**src/rtl/msi_pkg.sv**
```systemverilog
// Shared MSI bus definitions: snoop message encoding and the bus arbiter state set.
package msi_pkg;

    typedef enum logic [1:0] {
        BUS_RD    = 2'b00,
        BUS_RDX   = 2'b01,
        BUS_UPGR  = 2'b10,
        BUS_FLUSH = 2'b11
    } bus_msg_t;

    typedef enum logic [1:0] {
        ARB_IDLE,
        ARB_BCAST,
        ARB_WAIT_MEM,
        ARB_DONE
    } arb_state_t;

    // A write miss outranks an upgrade, which outranks a plain read miss.
    function automatic bus_msg_t req_to_msg(input logic wr, input logic upgr);
        if (wr)
            return BUS_RDX;
        else if (upgr)
            return BUS_UPGR;
        return BUS_RD;
    endfunction

endpackage

```
**src/rtl/bus_arbiter_rr.sv**
```systemverilog
// Round-robin pick: scans the request vector starting at ptr and returns the first hit.
module rr_arbiter #(
    parameter int N     = 2,
    parameter int IDX_W = 1
) (
    input  logic [N-1:0]     req,
    input  logic [IDX_W-1:0] ptr,
    output logic [N-1:0]     grant,
    output logic [IDX_W-1:0] winner,
    output logic             valid
);

    logic [IDX_W-1:0] idx;

    always_comb begin
        grant  = '0;
        winner = '0;
        valid  = 1'b0;
        idx    = '0;
        for (int i = 0; i < N; i++) begin
            idx = IDX_W'((int'(ptr) + i) % N);
            if (!valid && req[idx]) begin
                valid      = 1'b1;
                grant[idx] = 1'b1;
                winner     = idx;
            end
        end
    end

endmodule

```
**src/rtl/bus_arbiter.sv**
```systemverilog
// Snooping-bus arbiter: round-robin grant, one-cycle broadcast, memory latency model, completion pulse.
// Optional BUS_ARB_FLUSH_FWD_EN: a Flush from another snooper ends the memory wait early.
//
// state        | meaning
// ARB_IDLE     | no transaction; requests sampled, winner latched
// ARB_BCAST    | bus_valid_o high for one cycle with latched msg/addr
// ARB_WAIT_MEM | memory latency countdown
// ARB_DONE     | data_valid_o pulse to owner, pointer advances
module bus_arbiter
    import msi_pkg::*;
#(
    parameter int NUM_CPUS = 2,
    parameter int ADDR_W   = 2,
    parameter int MEM_LAT  = 3
) (
    input  logic                       clk_i,
    input  logic                       rst_i,
    input  logic [NUM_CPUS-1:0]        req_rd_i,
    input  logic [NUM_CPUS-1:0]        req_wr_i,
    input  logic [NUM_CPUS-1:0]        req_upgr_i,
    input  logic [NUM_CPUS*ADDR_W-1:0] req_addr_i,
    input  logic [NUM_CPUS-1:0]        flush_i,
    output logic [NUM_CPUS-1:0]        grant_o,
    output logic                       bus_valid_o,
    output logic [1:0]                 bus_msg_o,
    output logic [ADDR_W-1:0]          bus_addr_o,
    output logic [NUM_CPUS-1:0]        data_valid_o
);

    localparam int IDX_W = $clog2(NUM_CPUS);
    localparam int CNT_W = $clog2(MEM_LAT + 1);
    localparam logic [CNT_W-1:0] CNT_LOAD = CNT_W'(MEM_LAT);
    localparam logic [CNT_W-1:0] CNT_ONE  = CNT_W'(1);
    localparam logic [IDX_W-1:0] IDX_LAST = IDX_W'(NUM_CPUS - 1);

    arb_state_t            state_q, state_d;
    logic [IDX_W-1:0]      rr_q, rr_d;
    logic [IDX_W-1:0]      winner_q, winner_d;
    logic [NUM_CPUS-1:0]   grant_q, grant_d;
    bus_msg_t              msg_q, msg_d;
    logic [ADDR_W-1:0]     addr_q, addr_d;
    logic [CNT_W-1:0]      cnt_q, cnt_d;

    logic [NUM_CPUS-1:0]   req_any;
    logic [NUM_CPUS-1:0]   win_onehot;
    logic [IDX_W-1:0]      win_idx;
    logic                  win_valid;
    logic                  flush_hit;
    logic [ADDR_W-1:0]     addr_arr [NUM_CPUS];

    assign req_any = req_rd_i | req_wr_i | req_upgr_i;

    for (genvar g = 0; g < NUM_CPUS; g++) begin : g_addr
        assign addr_arr[g] = req_addr_i[g*ADDR_W +: ADDR_W];
    end

    rr_arbiter #(
        .N     (NUM_CPUS),
        .IDX_W (IDX_W)
    ) u_rr (
        .req    (req_any),
        .ptr    (rr_q),
        .grant  (win_onehot),
        .winner (win_idx),
        .valid  (win_valid)
    );

`ifdef BUS_ARB_FLUSH_FWD_EN
    assign flush_hit = |(flush_i & ~grant_q);
`else
    // Forwarding disabled: flush_i is tied off and never affects completion.
    assign flush_hit = 1'b0 & (|flush_i);
`endif

    always_ff @(posedge clk_i or posedge rst_i) begin
        if (rst_i) begin
            state_q  <= ARB_IDLE;
            rr_q     <= '0;
            winner_q <= '0;
            grant_q  <= '0;
            msg_q    <= BUS_RD;
            addr_q   <= '0;
            cnt_q    <= '0;
        end else begin
            state_q  <= state_d;
            rr_q     <= rr_d;
            winner_q <= winner_d;
            grant_q  <= grant_d;
            msg_q    <= msg_d;
            addr_q   <= addr_d;
            cnt_q    <= cnt_d;
        end
    end

    always_comb begin
        state_d  = state_q;
        rr_d     = rr_q;
        winner_d = winner_q;
        grant_d  = grant_q;
        msg_d    = msg_q;
        addr_d   = addr_q;
        cnt_d    = cnt_q;
        unique case (state_q)
            ARB_IDLE: begin
                if (win_valid) begin
                    winner_d = win_idx;
                    grant_d  = win_onehot;
                    msg_d    = req_to_msg(req_wr_i[win_idx], req_upgr_i[win_idx]);
                    addr_d   = addr_arr[win_idx];
                    state_d  = ARB_BCAST;
                end
            end
            ARB_BCAST: begin
                if (msg_q == BUS_UPGR) begin
                    state_d = ARB_DONE;
                end else begin
                    cnt_d   = CNT_LOAD;
                    state_d = ARB_WAIT_MEM;
                end
            end
            ARB_WAIT_MEM: begin
                if (flush_hit || cnt_q == CNT_ONE) begin
                    cnt_d   = '0;
                    state_d = ARB_DONE;
                end else begin
                    cnt_d = cnt_q - CNT_ONE;
                end
            end
            ARB_DONE: begin
                rr_d    = (winner_q == IDX_LAST) ? '0 : winner_q + IDX_W'(1);
                state_d = ARB_IDLE;
            end
            default: state_d = ARB_IDLE;
        endcase
    end

    // Outputs decode only registered state; msg/addr read as zero outside the broadcast cycle.
    assign bus_valid_o  = (state_q == ARB_BCAST);
    assign grant_o      = (state_q != ARB_IDLE) ? grant_q : '0;
    assign bus_msg_o    = bus_valid_o ? msg_q : BUS_RD;
    assign bus_addr_o   = bus_valid_o ? addr_q : '0;
    assign data_valid_o = (state_q == ARB_DONE) ? grant_q : '0;

endmodule

```
**config.mk**
```make
export PLATFORM = sky130hd
export DESIGN_NAME = bus_arbiter
export DESIGN_NICKNAME = d
export VERILOG_FILES = /design/src/rtl/msi_pkg.sv /design/src/rtl/bus_arbiter_rr.sv /design/src/rtl/bus_arbiter.sv
export SDC_FILE = /design/constraint.sdc
export NUM_CORES = 1
export LEC_CHECK = 0
export ABC_CLOCK_PERIOD_IN_PS = 4000
export CORE_MARGIN = 2
export CORE_UTILIZATION = 26
export DETAILED_ROUTE_END_ITERATION = 12
export PLACE_DENSITY = 0.53
export SYNTH_ARGS = -nofsm -noshare
export SYNTH_HDL_FRONTEND = slang
export SYNTH_SLANG_ARGS = --single-unit
```
**constraint.sdc**
```tcl
create_clock -name clk_i -period 4 [get_ports clk_i]
set_input_delay 0.8 -clock clk_i [delete_from_list [all_inputs] [get_ports clk_i]]
set_output_delay 0.8 -clock clk_i [all_outputs]
set_load 0.05 [all_outputs]
```
# == After elaboration in Yosys (flattened, before gate mapping) ==
# Cells that the tools add are included.
# op_classes
n_mux,40
n_eq_ne,8
n_addsub,3
magnitude_cmp,6
bitwise_logic,4
reduce_logical,10
# op_table
operator,count
$mux 2,16
$mux 1,20
$pmux 2 s4,1
$eq 2x2->1 const B,3
$lt 1x2->1 const B,3
$or 2x2->2,3
$reduce_and 2->1,3
$eq 2x1->1 const B,2
$ne 2x2->1 const B,2
$pmux 2 s2,1
$reduce_bool 2->1,2
$logic_and 1x1->1,3
$add 1x1->1 const B,2
$demux 1 s1,2
$ge 1x1->1 const B,2
$ge 2x2->1 const B,1
$logic_not 2->1,1
$ne 2x1->1 const B,1
$not 1->2,1
$sub 2x1->2 const B,1
$logic_not 1->1,1
# word_totals
reg_bits,12
inputBits,14
word_cells,78
output_inout_bits,9

# == Longest topological paths before layout ==
# logic_depth
word_depth,15
ltp_mapped,6
mapped_depth_nobuf,6

# == Hierarchy ==
# Synthesis repeated with hierarchy kept, for this count alone.
# unflattened
hier_cells,74
hier_area_um2,749.5
# modules_own_cells
module,cells_per_inst,area_each_um2,seq_area_each_um2,instances
bus_arbiter,69,716.9,300.3,1
rr_arbiter,5,32.5,0.0,1

# == Least setup slack after synthesis ==
# No wires, ideal clock.
# synth_path
kind,register -> output
startpoint,register state_q[1]
endpoint,output bus_msg_o[1]
setup_slack_ns,1.667
required_ns,3.200
stages_incl_launch_ff,4
arrival_time_ns,1.533
path_buffers,0
path_cell_list,dfrtp_1 -> inv_1 -> ha_1 -> and2_1
# synth_via
elab_chain_len,2
# synth_rtl
element,line_no,rtl
"start, declared",bus_arbiter.sv:36,"arb_state_t state_q, state_d;"
"start signal, assigned",bus_arbiter.sv:85,state_q <= state_d;
$eq 2x1->1,bus_arbiter.sv:138,assign bus_valid_o = (state_q == ARB_BCAST);
net bus_valid_o,bus_arbiter.sv:24,"output logic bus_valid_o,"
$mux 2,bus_arbiter.sv:140,assign bus_msg_o = bus_valid_o ? msg_q : BUS_RD;
"end, declared",bus_arbiter.sv:25,"output logic [1:0] bus_msg_o,"
# The timed path passes the listed nets, and every way through them passes these cells.

# == Final worst setup path ==
# layout_path
startpoint,register state_q[0]
endpoint,output grant_o[1]
# layout_via
elab_chain_len,2
# layout_rtl
element,line_no,rtl
$reduce_bool 2->1,bus_arbiter.sv:139,assign grant_o = (state_q != ARB_IDLE) ? grant_q : '0;
$mux 2,bus_arbiter.sv:139,
"end, declared",bus_arbiter.sv:23,"output logic [NUM_CPUS-1:0] grant_o,"
# Every way passes these cells.

==> key figures <==
Critical path
  • Crit. End Element: primary output
  • Crit. path cell count: 4
  • Critical path class: flip-flop to primary output
  • Buf/Inv on CP: 2
  • CP max stage delay: 0.80 ns
  • Crit-path leading delay family: buffers and inverters
  • Sequence of cells on the critical path: inv_1 -> ha_1 -> nor2b_1 -> clkdlybuf4s50_1
  • Worst Path Required: 3.20 ns
  • Worst Path Max Fanout: 8
  • Crit start category: flip-flop
  • Crit path DAT: 2.06 ns
  • Max stage delay cell, worst path: clkdlybuf4s50_1
  • Reg2Reg Depth: 5

Yosys
  • Distinct cells, synth: 29
  • Area leader, netlist: dfrtp_1
  • Flops & latches, synth: 12
  • Mapped cell area: 742 sq um
  • Share of the yosys chip area belonging to registers: 0.405
  • Mean post-synth cell area: 9.64 sq um
  • Most area-consuming cells after synthesis: dfrtp_1 (40%), ha_1 (8.4%), and2_1 (5.9%)
  • Mapped Cells: 77
  • Mapped Nets: 96
  • Synth Warn #: 0
  • Synth top area share: 0.405

Final layout
  • Seq. cell area: 300 sq um
  • Area of the multi-input gates: 419 sq um
  • Layout cells sized above 1: 0.120
  • Fin area: 1000 sq um
  • Post-synthesis to final-layout area growth: 35.2%
  • Nets: 121
  • Filler cells: 285
  • N_diodes: 0

Floorplan
  • Site row count: 19
  • Die height: 57.4 um
  • Chip width: 57.4 um
  • Io pins: 23
  • Core box area: 2730 sq um
  • Starting density of the core: 0.271
  • DIE AREA: 3300 sq um

STA
  • Slew headroom: 0.665
  • Final setup violation count: 0
  • RSZ-0062 raised after global routing: no
  • Endpoints failing hold: 0
  • Max Clock Skew: 0.00201 ns
  • Max Slew Vio Count: 0
  • Fin crit share: 0.716
  • Achievable Freq: 0.349 GHz
  • Worst Max-Slew Pin Slew: 0.501 ns
  • Min Clock Period, post-route: 2.86 ns
  • Fin Setup TNS: 0 ns

Power
  • Pwr Density: 837 nW/um^2
  • VDD IR max: 0.339 mV
  • Static Leak: 0.000440 uW

Routing
  • DRC viols: 0
  • DRT iter0 DRCs: 25
  • TritonRoute pass-1 iters: 4
  • Routed Wire Length: 1510 um
  • Via density: 4.59
  • WL/cell: 11.5 um
  • Routed Antenna Nets: 0
  • Detailed-route via count: 601

Outcome
  • Status: finished, final reports clean

Global route
  • Total track usage: 0.103
  • Largest net degree at the start of global routing: 13
  • Grt total ovfl: 0
  • Initial antenna violation count: 0
  • Via count of the first global-routing pass: 590
  • First-pass GRT wire length: 2590 um

Clock tree
  • Post-CTS Setup Bufs: 0
  • Post-CTS resize count: 0
  • Bufs on Longest Clock Path: 2
  • CTS tree: yes
  • Clock sinks: 12
  • Clock latency on the worst-skew pair: 0.26 ns
  • H-tree depth: 1
  • Hold_buf cts: 0
  • Clk pin slew, worst setup/hold paths: 0.07 ns
  • Total CTS buffers: 3
  • Root Driver: clkbuf_4

Hold path
  • Worst Hold Depth: 1
  • HP Class: flip-flop to flip-flop

Placement
  • Gpl congestion: 0.756
  • DP Wirelength: 1270 um
  • PortBufs: 20
  • Dpl cell area: 981 sq um

Job
  • Max-Cap Viols: 0
logic make-up (layout without fill, tap and decap cells):
family / Yosys count / in the layout / synth area share
DFF: 12 / 12 / 0.405
buffers and inverters: 6 / 29 / 0.0304
AOI/OAI and AO/OA: 20 / 20 / 0.204
and+or+nand+nor: 31 / 31 / 0.229
muxes: 3 / 3 / 0.0472
adders and majority gates: 5 / 5 / 0.0843
layer usage:
layer	share of wire	track usage	wire (um)
met5	0	0	0
met4	0.010	0.0199	15
met3	0.040	0.0408	61
met2	0.46	0.151	699
met1	0.49	0.143	731
registers in the layout, indices dropped and copies added (netlist names):
register / flops
grant_q: 2
addr_q: 2
rr_q: 1
cnt_q: 2
state_q: 2
msg_q: 2
winner_q: 1
path summary, 6_finish.rpt:
path	start	end	slack, ns
max	state_q[0]	grant_o[1]	1.14
min	winner_q	rr_q	0.46
max reg2reg	state_q[0]	addr_q[1]	2.36
min reg2reg	winner_q	rr_q	0.46
max in group asynchronous	rst_i	grant_q[0]	2.83
min in group asynchronous	rst_i	winner_q	0.85
cells in the final DEF, fill, tap and decap left out, types with 3 or more instances in the layout:
cell type / count
ha_1: 5
clkbuf_4: 3
clkdlybuf4s50_1: 20
nand2_1: 8
inv_1: 6
dfrtp_1: 12
a21oi_1: 4
nor2_1: 6
and2_1: 7
through the flow:
stage	utilization	hold WS (ns)	std cells	setup slack, ns	total power (uW)
after CTS	0.367	0.467	131	1.11	852
final	0.367	0.462	131	1.14	840
after detailed placement	0.359	0.449	128	1.42	776
after global routing	0.367	0.497	131	1.00	902
after global placement	0.359	0.432	128	1.41	764
after floorplan	-	0.421	77	1.67	624
worst reg2reg max path, stage by stage, from the launching register on:
cell and delay (ns):
dfrtp_1 0.44, inv_1 0.10, ha_1 0.37, a21boi_0 0.45
nor2_1 0.07, a21oi_1 0.14
layout make-up:
cell class / count / share of cell area
clock buffers: 3 / 0.0224
inverters: 6 / 0.0224
repair buffers: 20 / 0.200
multi-input cells: 59 / 0.418
well taps: 31 / 0.0387
flip-flops and latches: 12 / 0.299
synthesized netlist by cell type:
cell	count
a21boi_0	2
a21oi_1	4
a22o_1	1
a31oi_1	1
a32o_2	1
and2_1	7
dfrtp_1	12
ha_1	5
inv_1	6
mux2_4	1
mux2i_1	2
nand2_1	8
nand2b_1	2
nand3_1	1
nor2_1	6
nor2_2	1
nor2b_1	1
nor3_1	1
nor3_2	1
o211ai_1	1
o21a_1	2
o21ai_0	1
o21ai_2	1
o21ai_4	1
o21bai_1	1
o22a_1	2
o22ai_1	2
or2_2	1
or3_4	2
report_power, final:
part | internal, uW | total (uW) | switching (uW) | leakage (uW)
logic | 225 | 535 | 310 | 0.000288
clock network | 34.7 | 72.1 | 37.3 | 0.0000138
registers | 184 | 233 | 48.3 | 0.000138
Note: power is estimated with default switching activity, not from simulation.
